--- config.mk ---
export PLATFORM = sky130hd
export DESIGN_NAME = concat_seq_ctrl_flat
export DESIGN_NICKNAME = d
export VERILOG_FILES = /design/src/rtl/concat_seq_ctrl_pkg.sv /design/src/rtl/concat_seq_ctrl_if.sv /design/src/rtl/concat_seq_ctrl.sv /design/src/flat_wrapper.sv
export SDC_FILE = /design/constraint.sdc
export NUM_CORES = 1
export LEC_CHECK = 0
export ABC_AREA = 0
export CELL_PAD_IN_SITES_DETAIL_PLACEMENT = 0
export CELL_PAD_IN_SITES_GLOBAL_PLACEMENT = 2
export CORE_MARGIN = 5
export CORE_UTILIZATION = 25
export CTS_BUF_LIST = sky130_fd_sc_hd__clkbuf_4
export DETAILED_ROUTE_END_ITERATION = 12
export PLACE_DENSITY_LB_ADDON = 0.1
export SLEW_MARGIN = 20
export SYNTH_ARGS = -nofsm -noshare
export SYNTH_HDL_FRONTEND = slang
export SYNTH_SLANG_ARGS = --single-unit
export TNS_END_PERCENT = 10
--- constraint.sdc ---
create_clock -name clk -period 1.6 [get_ports clk]
set_clock_uncertainty 0.2 [all_clocks]
set_input_delay 0.32 -clock clk [delete_from_list [all_inputs] [get_ports clk]]
set_output_delay 0.32 -clock clk [all_outputs]
set_load 0.005 [all_outputs]
--- src/rtl/concat_seq_ctrl_pkg.sv ---
// concat_seq_pkg: shared state encoding, mode constants and default widths for concat_seq_ctrl
package concat_seq_pkg;
  typedef enum logic {COLLECT, HOLD} state_t;
  localparam logic MODE_CAT = 1'b0;
  localparam logic MODE_REP = 1'b1;
  localparam int NIB_W_DEF = 4;
  localparam int NUM_NIB_DEF = 3;
  localparam int CNT_W_DEF = 8;
endpackage

--- src/rtl/concat_seq_ctrl_if.sv ---
// concat_seq_ctrl_if: nibble-in / word-out handshake bundle; master drives nibbles and out_ready, slave is the sequencer
interface concat_seq_ctrl_if #(
  parameter int NIB_W = concat_seq_pkg::NIB_W_DEF,
  parameter int NUM_NIB = concat_seq_pkg::NUM_NIB_DEF,
  parameter int CNT_W = concat_seq_pkg::CNT_W_DEF
);
  logic mode_in;
  logic in_valid;
  logic in_ready;
  logic [NIB_W-1:0] in_nib;
  logic out_valid;
  logic out_ready;
  logic [NIB_W*NUM_NIB-1:0] out_word;
  logic [CNT_W-1:0] word_count;
  modport master (
    output mode_in, in_valid, in_nib, out_ready,
    input in_ready, out_valid, out_word, word_count
  );
  modport slave (
    input mode_in, in_valid, in_nib, out_ready,
    output in_ready, out_valid, out_word, word_count
  );
endinterface

--- src/rtl/concat_seq_ctrl.sv ---
// concat_seq_ctrl: assembles NUM_NIB nibbles (concat) or one replicated nibble into a word with valid/ready output and a word counter
// Ports: clk, rst (sync active-high); bus (concat_seq_ctrl_if.slave): mode_in/in_valid/in_ready/in_nib in, out_valid/out_ready/out_word/word_count out.
// Build option: REPL_MODE_EN enables replicate mode; without it mode_in is ignored and every word is a concatenation.
module concat_seq_ctrl import concat_seq_pkg::*; #(
  parameter int NIB_W = NIB_W_DEF,
  parameter int NUM_NIB = NUM_NIB_DEF,
  parameter int CNT_W = CNT_W_DEF
) (
  input logic clk,
  input logic rst,
  concat_seq_ctrl_if.slave bus
);
  localparam int W = NIB_W*NUM_NIB;
  localparam int IDX_W = NUM_NIB > 1 ? $clog2(NUM_NIB) : 1;
  localparam logic [IDX_W-1:0] LAST = IDX_W'(NUM_NIB-1);
  state_t r_state, w_state_nxt;
  logic [IDX_W-1:0] r_idx, w_idx_nxt;
  logic [W-1:0] r_word, w_word_nxt;
  logic [CNT_W-1:0] r_cnt;
  logic r_mode, w_mode_in, w_mode, w_rep, w_last, w_in_fire, w_out_fire;
`ifdef REPL_MODE_EN
  assign w_mode_in = bus.mode_in;
`else
  logic w_unused_mode;
  assign w_unused_mode = bus.mode_in;
  assign w_mode_in = MODE_CAT;
`endif
  assign bus.in_ready = r_state == COLLECT;
  assign bus.out_valid = r_state == HOLD;
  assign bus.out_word = r_word;
  assign bus.word_count = r_cnt;
  assign w_in_fire = bus.in_valid & bus.in_ready;
  assign w_out_fire = bus.out_valid & bus.out_ready;
  // mode is live on the first nibble and latched for the rest of the word
  assign w_mode = r_idx == '0 ? w_mode_in : r_mode;
  assign w_rep = w_mode == MODE_REP;
  assign w_last = w_rep || r_idx == LAST;
  always_ff @(posedge clk)
    if (rst) r_state <= COLLECT;
    else r_state <= w_state_nxt;
  always_comb begin
    w_state_nxt = r_state == COLLECT ? (w_in_fire && w_last ? HOLD : COLLECT)
                                     : (w_out_fire ? COLLECT : HOLD);
    w_idx_nxt = w_in_fire ? (w_last ? '0 : r_idx + 1'b1) : r_idx;
  end
  // slot 0 is the MSB nibble; replicate writes every slot so nothing stale survives
  always_comb begin
    w_word_nxt = r_word;
    for (int i = 0; i < NUM_NIB; i++)
      if (w_in_fire && (w_rep || i == int'(r_idx)))
        w_word_nxt[NIB_W*(NUM_NIB-i)-1 -: NIB_W] = bus.in_nib;
  end
  always_ff @(posedge clk)
    if (rst) begin
      r_idx <= '0;
      r_word <= '0;
      r_mode <= MODE_CAT;
      r_cnt <= '0;
    end else begin
      r_idx <= w_idx_nxt;
      r_word <= w_word_nxt;
      if (w_in_fire && r_idx == '0) r_mode <= w_mode_in;
      if (w_out_fire) r_cnt <= r_cnt + 1'b1;
    end
endmodule

--- src/flat_wrapper.sv ---
// flat-port wrapper written by rule: the top's interface ports become plain ports
module concat_seq_ctrl_flat import concat_seq_pkg::*;
#(
  parameter int NIB_W = NIB_W_DEF,
  parameter int NUM_NIB = NUM_NIB_DEF,
  parameter int CNT_W = CNT_W_DEF
)
  (clk, rst, bus_mode_in, bus_in_valid, bus_in_nib, bus_out_ready, bus_in_ready, bus_out_valid, bus_out_word, bus_word_count);
  concat_seq_ctrl_if #(.NIB_W(NIB_W), .NUM_NIB(NUM_NIB), .CNT_W(CNT_W)) bus_i ();
  input logic clk;
  input logic rst;
  input wire logic [$bits(bus_i.mode_in)-1:0] bus_mode_in;
  input wire logic [$bits(bus_i.in_valid)-1:0] bus_in_valid;
  input wire logic [$bits(bus_i.in_nib)-1:0] bus_in_nib;
  input wire logic [$bits(bus_i.out_ready)-1:0] bus_out_ready;
  output wire logic [$bits(bus_i.in_ready)-1:0] bus_in_ready;
  output wire logic [$bits(bus_i.out_valid)-1:0] bus_out_valid;
  output wire logic [$bits(bus_i.out_word)-1:0] bus_out_word;
  output wire logic [$bits(bus_i.word_count)-1:0] bus_word_count;
  assign bus_i.mode_in = bus_mode_in;
  assign bus_i.in_valid = bus_in_valid;
  assign bus_i.in_nib = bus_in_nib;
  assign bus_i.out_ready = bus_out_ready;
  assign bus_in_ready = bus_i.in_ready;
  assign bus_out_valid = bus_i.out_valid;
  assign bus_out_word = bus_i.out_word;
  assign bus_word_count = bus_i.word_count;
  concat_seq_ctrl #(.NIB_W(NIB_W), .NUM_NIB(NUM_NIB), .CNT_W(CNT_W)) u_core (.clk(clk), .rst(rst), .bus(bus_i));
endmodule
==> results.txt, run 1 <==
Wire per inst: 12.33 um
Post-synthesis sequential area ratio: 0.4953
RSZ-0062 raised after global routing: yes
Net count after synthesis: 105
Drt via density: 4.293
Die ar.: 5038 um2
HPWL Detailed: 1532 um
Yosys cell types: 23
H-tree lvl count: 1
Pwr/cell area: 718.2 nW/um2
Fin crit period: 1626 ps
Post-route setup slack: -25.90 ps
Clock latency on the worst-skew pair: 310 ps
Routed via count: 777
Max incr delay on CP: 370 ps
Psw: 239.1 uW
Fmax: 0.6150 GHz
Area of the multi-input gates: 437.9 um2
Crit path max fanout: 5
Net count reported at finish: 144
Cell Int Power: 769.1 uW
Critical path class: flip-flop to flip-flop
Worst path cell trace: buf_6 > buf_6 > nor4bb_2 > buf_4 > mux2i_1 > nor2_1
Initial antenna violation count: 0
Sequential power share: 0.592
Tot GR Track Use: 0.09436
Crit share post-route: 1.016
Final Setup Violations: 4
WHS Path Cells: 2
Critical path's slowest cell: dfxtp_4
Most frequent CP cell: buf_6
Worst hold path type: flip-flop to flip-flop
Area growth from synthesis to layout: 51.01%
Max cap viols: 0
EDFF count, synth: 0
Clock power share: 0.288
Logic pwr share: 0.120
Mapped Cells: 95
Post-Route WL: 2231 um
Top FF cell, synth: dfxtp_1
Yosys top cell by area: dfxtp_1
Outcome: finished, violations left
PortBufs: 29
Antenna viol nets, final: 0
R2R depth: 6
First-pass GRT wire length: 3788 um
Congestion Overflow GR: 0
Clock sink count: 23
Synthesized cell area: 929.6 um2
CP required: 1610 ps
IO Count: 31
Max clock buf depth: 2
Commonest cells in the netlist: dfxtp_1, nor2_1, mux2i_1
Max VDD drop: 0.0004177 V
Area share of the largest cell type after synthesis: 0.4953
Failing checks: setup timing
R2R Setup Slk: -30 ps
CTS root buffer: clkbuf_4
Pwr Total: 1.008 mW
Vias in the first global route: 773
Critical Path End Type: flip-flop
Die Width: 70.98 um
GPL Wtd Cong: 0.7244
Total iterations of the first detailed-routing run: 4
Syn. warnings: 0
ANT cells: 0
Share of cells above drive strength 1: 0.3083
Die Ht: 70.98 um
Final Hold Vio Count: 0
Crit start category: flip-flop
Sequential cell area: 496.7 um2
Leakage power: 0.6312 nW
Async SR Flop Fraction: 0
Switching Fraction: 0.2372
Number of fillers in the final layout: 400
Placement row count: 22
CTS tree: done
Hold path endpoint: u_core.bus.word_count[7]$_SDFFE_PP0P_
Core area: 3633 um2
Final Core Density: 0.3864
Most frequent cell after synthesis: dfxtp_1
Worst R2R Start: u_core.bus.out_valid$_SDFF_PP0_
Clk slew on worst S/H paths: 130 ps
Number of CTS-inserted buffers: 3
Worst Tran Pin Value: 205.4 ps
Initial core utilization: 0.2559
Hold_sp: u_core.bus.word_count[7]$_SDFFE_PP0P_
Max-slew headroom: 0.8611
#FFs+latches synth: 23
Synth area leaders: dfxtp_1, mux2i_1, nor2_1, a21oi_1, nor4b_4
Syn_area_per_cell: 9.786 um2
Reg-to-Reg End: u_core.bus.out_word[0]$_SDFFE_PP0P_
Critical Path AT: 1640 ps
Post-route non-filler standard cell count: 181
Largest net degree at the start of global routing: 24
DR iter-0 viols: 15
Placed Cells: 174
DRC violations left: 0
Max Slew Vio Count: 0
-- worst max-delay path by stage --
stage	startpoint	end	slack (ps)	cells past startpoint
3_3_place_gp	bus_out_ready	u_core.bus.word_count[7]$_SDFFE_PP0P_	-310	4
3_5_place_dp	bus_out_ready	u_core.bus.word_count[7]$_SDFFE_PP0P_	-350	4
2_1_floorplan	u_core.bus.out_valid$_SDFF_PP0_	u_core.bus.word_count[7]$_SDFFE_PP0P_	140	4
4_1_cts	u_core.bus.word_count[3]$_SDFFE_PP0P_	bus_word_count[3]	-150	1
5_1_grt	u_core.bus.out_valid$_SDFF_PP0_	u_core.bus.out_word[2]$_SDFFE_PP0P_	-130	6
6_report	u_core.bus.out_valid$_SDFF_PP0_	u_core.bus.out_word[0]$_SDFFE_PP0P_	-30	6
-- power groups by stage --
stage | logic [mW] | registers [mW] | clock network [mW]
floorplan | 0.0525 | 0.614 | 0
global placement | 0.126 | 0.614 | 0
detailed placement | 0.127 | 0.615 | 0
CTS | 0.121 | 0.597 | 0.313
global route | 0.134 | 0.600 | 0.330
finish | 0.121 | 0.597 | 0.290
-- stage by stage --
stage | hold WS [ps] | setup TNS, ps | worst slack [ps] | cell area, um2
floorplan | 189.1 | 0 | 138.9 | 929.6
global placement | 272.2 | -4446 | -307.3 | 1316
detailed placement | 279.4 | -5505 | -345.2 | 1316
CTS | 286.6 | -317.7 | -149.0 | 1376
global route | 316.6 | -784.8 | -127.5 | 1404
finish | 284.8 | -45.06 | -25.90 | 1404
-- state kept, by name, indices dropped and copies added (netlist names) --
| signal | flops |
|---|---|
| u_core.r_idx | 2 |
| u_core.bus.out_word | 12 |
| u_core.bus.out_valid | 1 |
| u_core.bus.word_count | 8 |
-- cells in the final DEF, fill, tap and decap left out --
| cell | synthesis | layout |
|---|---|---|
| nand4_1 | 1 | 1 |
| or3_1 | 2 | 2 |
| or3_2 | 2 | 2 |
| dfxtp_4 | 0 | 4 |
| xor2_1 | 1 | 1 |
| nor4b_4 | 1 | 1 |
| dfxtp_2 | 0 | 17 |
| nor4bb_2 | 0 | 2 |
| buf_4 | 0 | 6 |
| buf_6 | 1 | 3 |
| dfxtp_1 | 23 | 2 |
| mux2i_1 | 12 | 12 |
| clkdlybuf4s50_1 | 0 | 6 |
| a21oi_1 | 9 | 9 |
| nand2_1 | 3 | 3 |
| nand4_4 | 1 | 1 |
| nand3_1 | 3 | 3 |
| o21ai_0 | 4 | 4 |
| inv_1 | 4 | 4 |
| buf_12 | 0 | 1 |
| ha_1 | 1 | 1 |
| clkbuf_4 | 0 | 4 |
| o31ai_1 | 1 | 1 |
| nor2_1 | 17 | 17 |
| dlymetal6s2s_1 | 0 | 1 |
| dlygate4sd2_1 | 0 | 22 |
| nand2b_1 | 1 | 1 |
| or4_1 | 1 | 1 |
| xnor2_1 | 1 | 1 |
-- cell families (layout without fill, tap and decap cells) --
logic type / count (synthesis) / after routing / share of synthesized area
compound gates: 14 / 14 / 0.07806
simple gates: 34 / 34 / 0.2180
buf+inv: 9 / 47 / 0.04710
fa+ha+maj: 1 / 1 / 0.01346
mux: 12 / 12 / 0.1292
xor+xnor: 2 / 2 / 0.01885
flops: 23 / 23 / 0.4953
-- routing by layer --
metal	routed length (um)	vias to the layer above	GRT usage
li1	-	403	-
met1	1074	350	0.1222
met2	1003	22	0.1452
met3	132	2	0.02983
met4	21	0	0.03758
met5	0	-	0
-- critical path, delay by kind of cell (launching register included) --
kind	cells	cell delay, ps
muxes	1	200
and+or+nand+nor	2	310
DFF	1	370
buffers and inverters	3	460
-- cell type report --
class / count / area share
flip-flops and latches: 23 / 0.3538
multi-input cells: 63 / 0.3119
repair buffers: 39 / 0.2594
well taps: 48 / 0.04278
clock buffers: 4 / 0.02139
inverters: 4 / 0.01070
-- what timing repair did --
item	in CTS	in global routing
hold endpoints to repair	0	0
gates resized for setup	50	3
buffers inserted	1	2
hold buffers	0	0
setup endpoints to repair	29	13
No activity file was read; power rests on OpenSTA's default activity.
==> run 2: changes to the inputs <==
--- a/constraint.sdc
+++ b/constraint.sdc
@@ -4,2 +4,2 @@
 set_output_delay 0.32 -clock clk [all_outputs]
-set_load 0.005 [all_outputs]
+set_load 0.05 [all_outputs]
==> results.txt, run 2 (same netlist as run 1, synthesis figures left out) <==
Outcome: completed
Worst hold path type: input pin to flip-flop
Reg-to-Reg End: u_core.bus.word_count[5]$_SDFFE_PP0P_
Area growth from synthesis to layout: 75.64%
DR iter-0 viols: 23
CP required: 1080 ps
Hold path endpoint: u_core.bus.word_count[3]$_SDFFE_PP0P_
GPL Wtd Cong: 0.6617
R2R depth: 3
Antenna viol nets, final: 0
Crit start category: flip-flop
Placement row count: 22
Final Core Density: 0.4494
HPWL Detailed: 1662 um
Tot GR Track Use: 0.09389
Critical path class: flip-flop to output port
Gr busiest metal: met2
CTS root buffer: clkbuf_4
Wire per inst: 12.40 um
Routed via count: 792
Vias in the first global route: 814
Clk slew on worst S/H paths: 120 ps
Core area: 3633 um2
Crit path max fanout: 11
Die ar.: 5038 um2
Hold bufs inserted after CTS: 0
Net count reported at finish: 143
Place WS: -383.0 ps
ANT cells: 0
Worst R2R Start: u_core.bus.out_valid$_SDFF_PP0_
Number of fillers in the final layout: 371
Max cap viols: 0
WHS Path Cells: 4
Initial core utilization: 0.2559
Initial antenna violation count: 0
Max clock buf depth: 2
Fin crit period: 1565 ps
H-tree lvl count: 1
Worst Tran Pin Value: 262.3 ps
Critical path's slowest cell: dfxtp_4
Clock latency on the worst-skew pair: 300 ps
Crit share post-route: 0.9779
PortBufs: 29
Critical Path End Type: output port
Critical Path AT: 1040 ps
Setup bufs post-CTS: 0
Final Setup Violations: 0
Post-route setup slack: 35.30 ps
Leakage power: 0.6334 nW
R2R Setup Slk: 100 ps
Share of cells above drive strength 1: 0.3712
Largest net degree at the start of global routing: 24
Setup TNS: 0 ps
Max incr delay on CP: 480 ps
Max-slew headroom: 0.8249
Die Width: 70.98 um
Met3 Resource Use GR: 0.02983
IO Count: 31
DRC violations left: 0
Max VDD drop: 0.0003210 V
Total iterations of the first detailed-routing run: 2
Grt met1 use: 0.1235
Post-Route WL: 2232 um
Die Ht: 70.98 um
Number of CTS-inserted buffers: 3
Fmax: 0.6391 GHz
Met2 Usage GRT: 0.1421
Max reg flops: 12
Max Slew Vio Count: 0
Hold_sp: bus_out_ready
RSZ-0062 raised after global routing: yes
Drt via density: 4.400
Worst hold slack: 298.4 ps
Commonest non-fill, non-tap cell in the layout: buf_12
Clock sink count: 23
Pwr/cell area: 672.7 nW/um2
Final Hold Vio Count: 0
CTS tree: done
Post-CTS sizing: 1
First-pass GRT wire length: 3815 um
Most frequent cells in the layout: buf_12, nor2_1, dfxtp_1, mux2i_1, a21oi_1
Congestion Overflow GR: 0
Worst path cell trace: inv_1 > buf_12
[run 2: cell types whose count changed in the layout (fill, tap and decap cells not counted), sizes merged]
cell           delta
buf              +21
clkdlybuf4s50     -1
dlygate4sd2      -22
dlymetal6s2s      +1
[run 2: cell type report]
type                    count  area [um2]  share of cell area
inverters                   4       15.01            0.009195
multi-input cells          63       455.4              0.2789
clock buffers               4       30.03             0.01839
repair buffers             38       599.3              0.3670
flip-flops and latches     23       473.0              0.2897
well taps                  48       60.06             0.03678
[run 2: per-stage QoR]
step           total power [mW]  area (um2)  cells
3_5_place_dp             0.8260        1564    176
6_report                  1.098        1633    180
3_3_place_gp             0.8247        1564    176
5_1_grt                   1.152        1633    180
2_1_floorplan            0.7122       942.2     95
4_1_cts                   1.120        1600    180
[run 2: how the worst max path moves through the flow]
| stage | startpoint | endpoint | slack (ps) |
|---|---|---|---|
| finish | u_core.bus.out_valid$_SDFF_PP0_ | bus_in_ready | 40 |
| global route | u_core.bus.out_valid$_SDFF_PP0_ | bus_in_ready | -20 |
| CTS | bus_out_ready | u_core.bus.word_count[7]$_SDFFE_PP0P_ | 5 |
| detailed placement | bus_in_valid | u_core.bus.out_word[2]$_SDFFE_PP0P_ | -380 |
| global placement | bus_in_valid | u_core.bus.out_word[2]$_SDFFE_PP0P_ | -330 |
| floorplan | u_core.bus.out_valid$_SDFF_PP0_ | u_core.bus.word_count[7]$_SDFFE_PP0P_ | 30 |
[run 2: power breakdown]
group	leakage (nW)	internal, mW	switching [mW]	total (mW)
clock	0.0184	0.114	0.166	0.280
combinational	0.424	0.111	0.0962	0.207
sequential	0.191	0.588	0.0230	0.611
[run 2: metal layers]
metal,routed length [um],part of all wire
met1,1080,0.48
met2,1016,0.46
met3,119,0.053
met4,17,0.0076
met5,0,0
[run 2: critical path: cells and delay by family (launching register included)]
family / cells / cell delay [ps]
flops: 1 / 480
buf+inv: 2 / 260
==> run 3: changes to the inputs <==
Settings changed: SLEW_MARGIN 20 to default.
==> results of run 3 <==
Same layout as run 2: the final DEF is identical, and so are final timing and power.
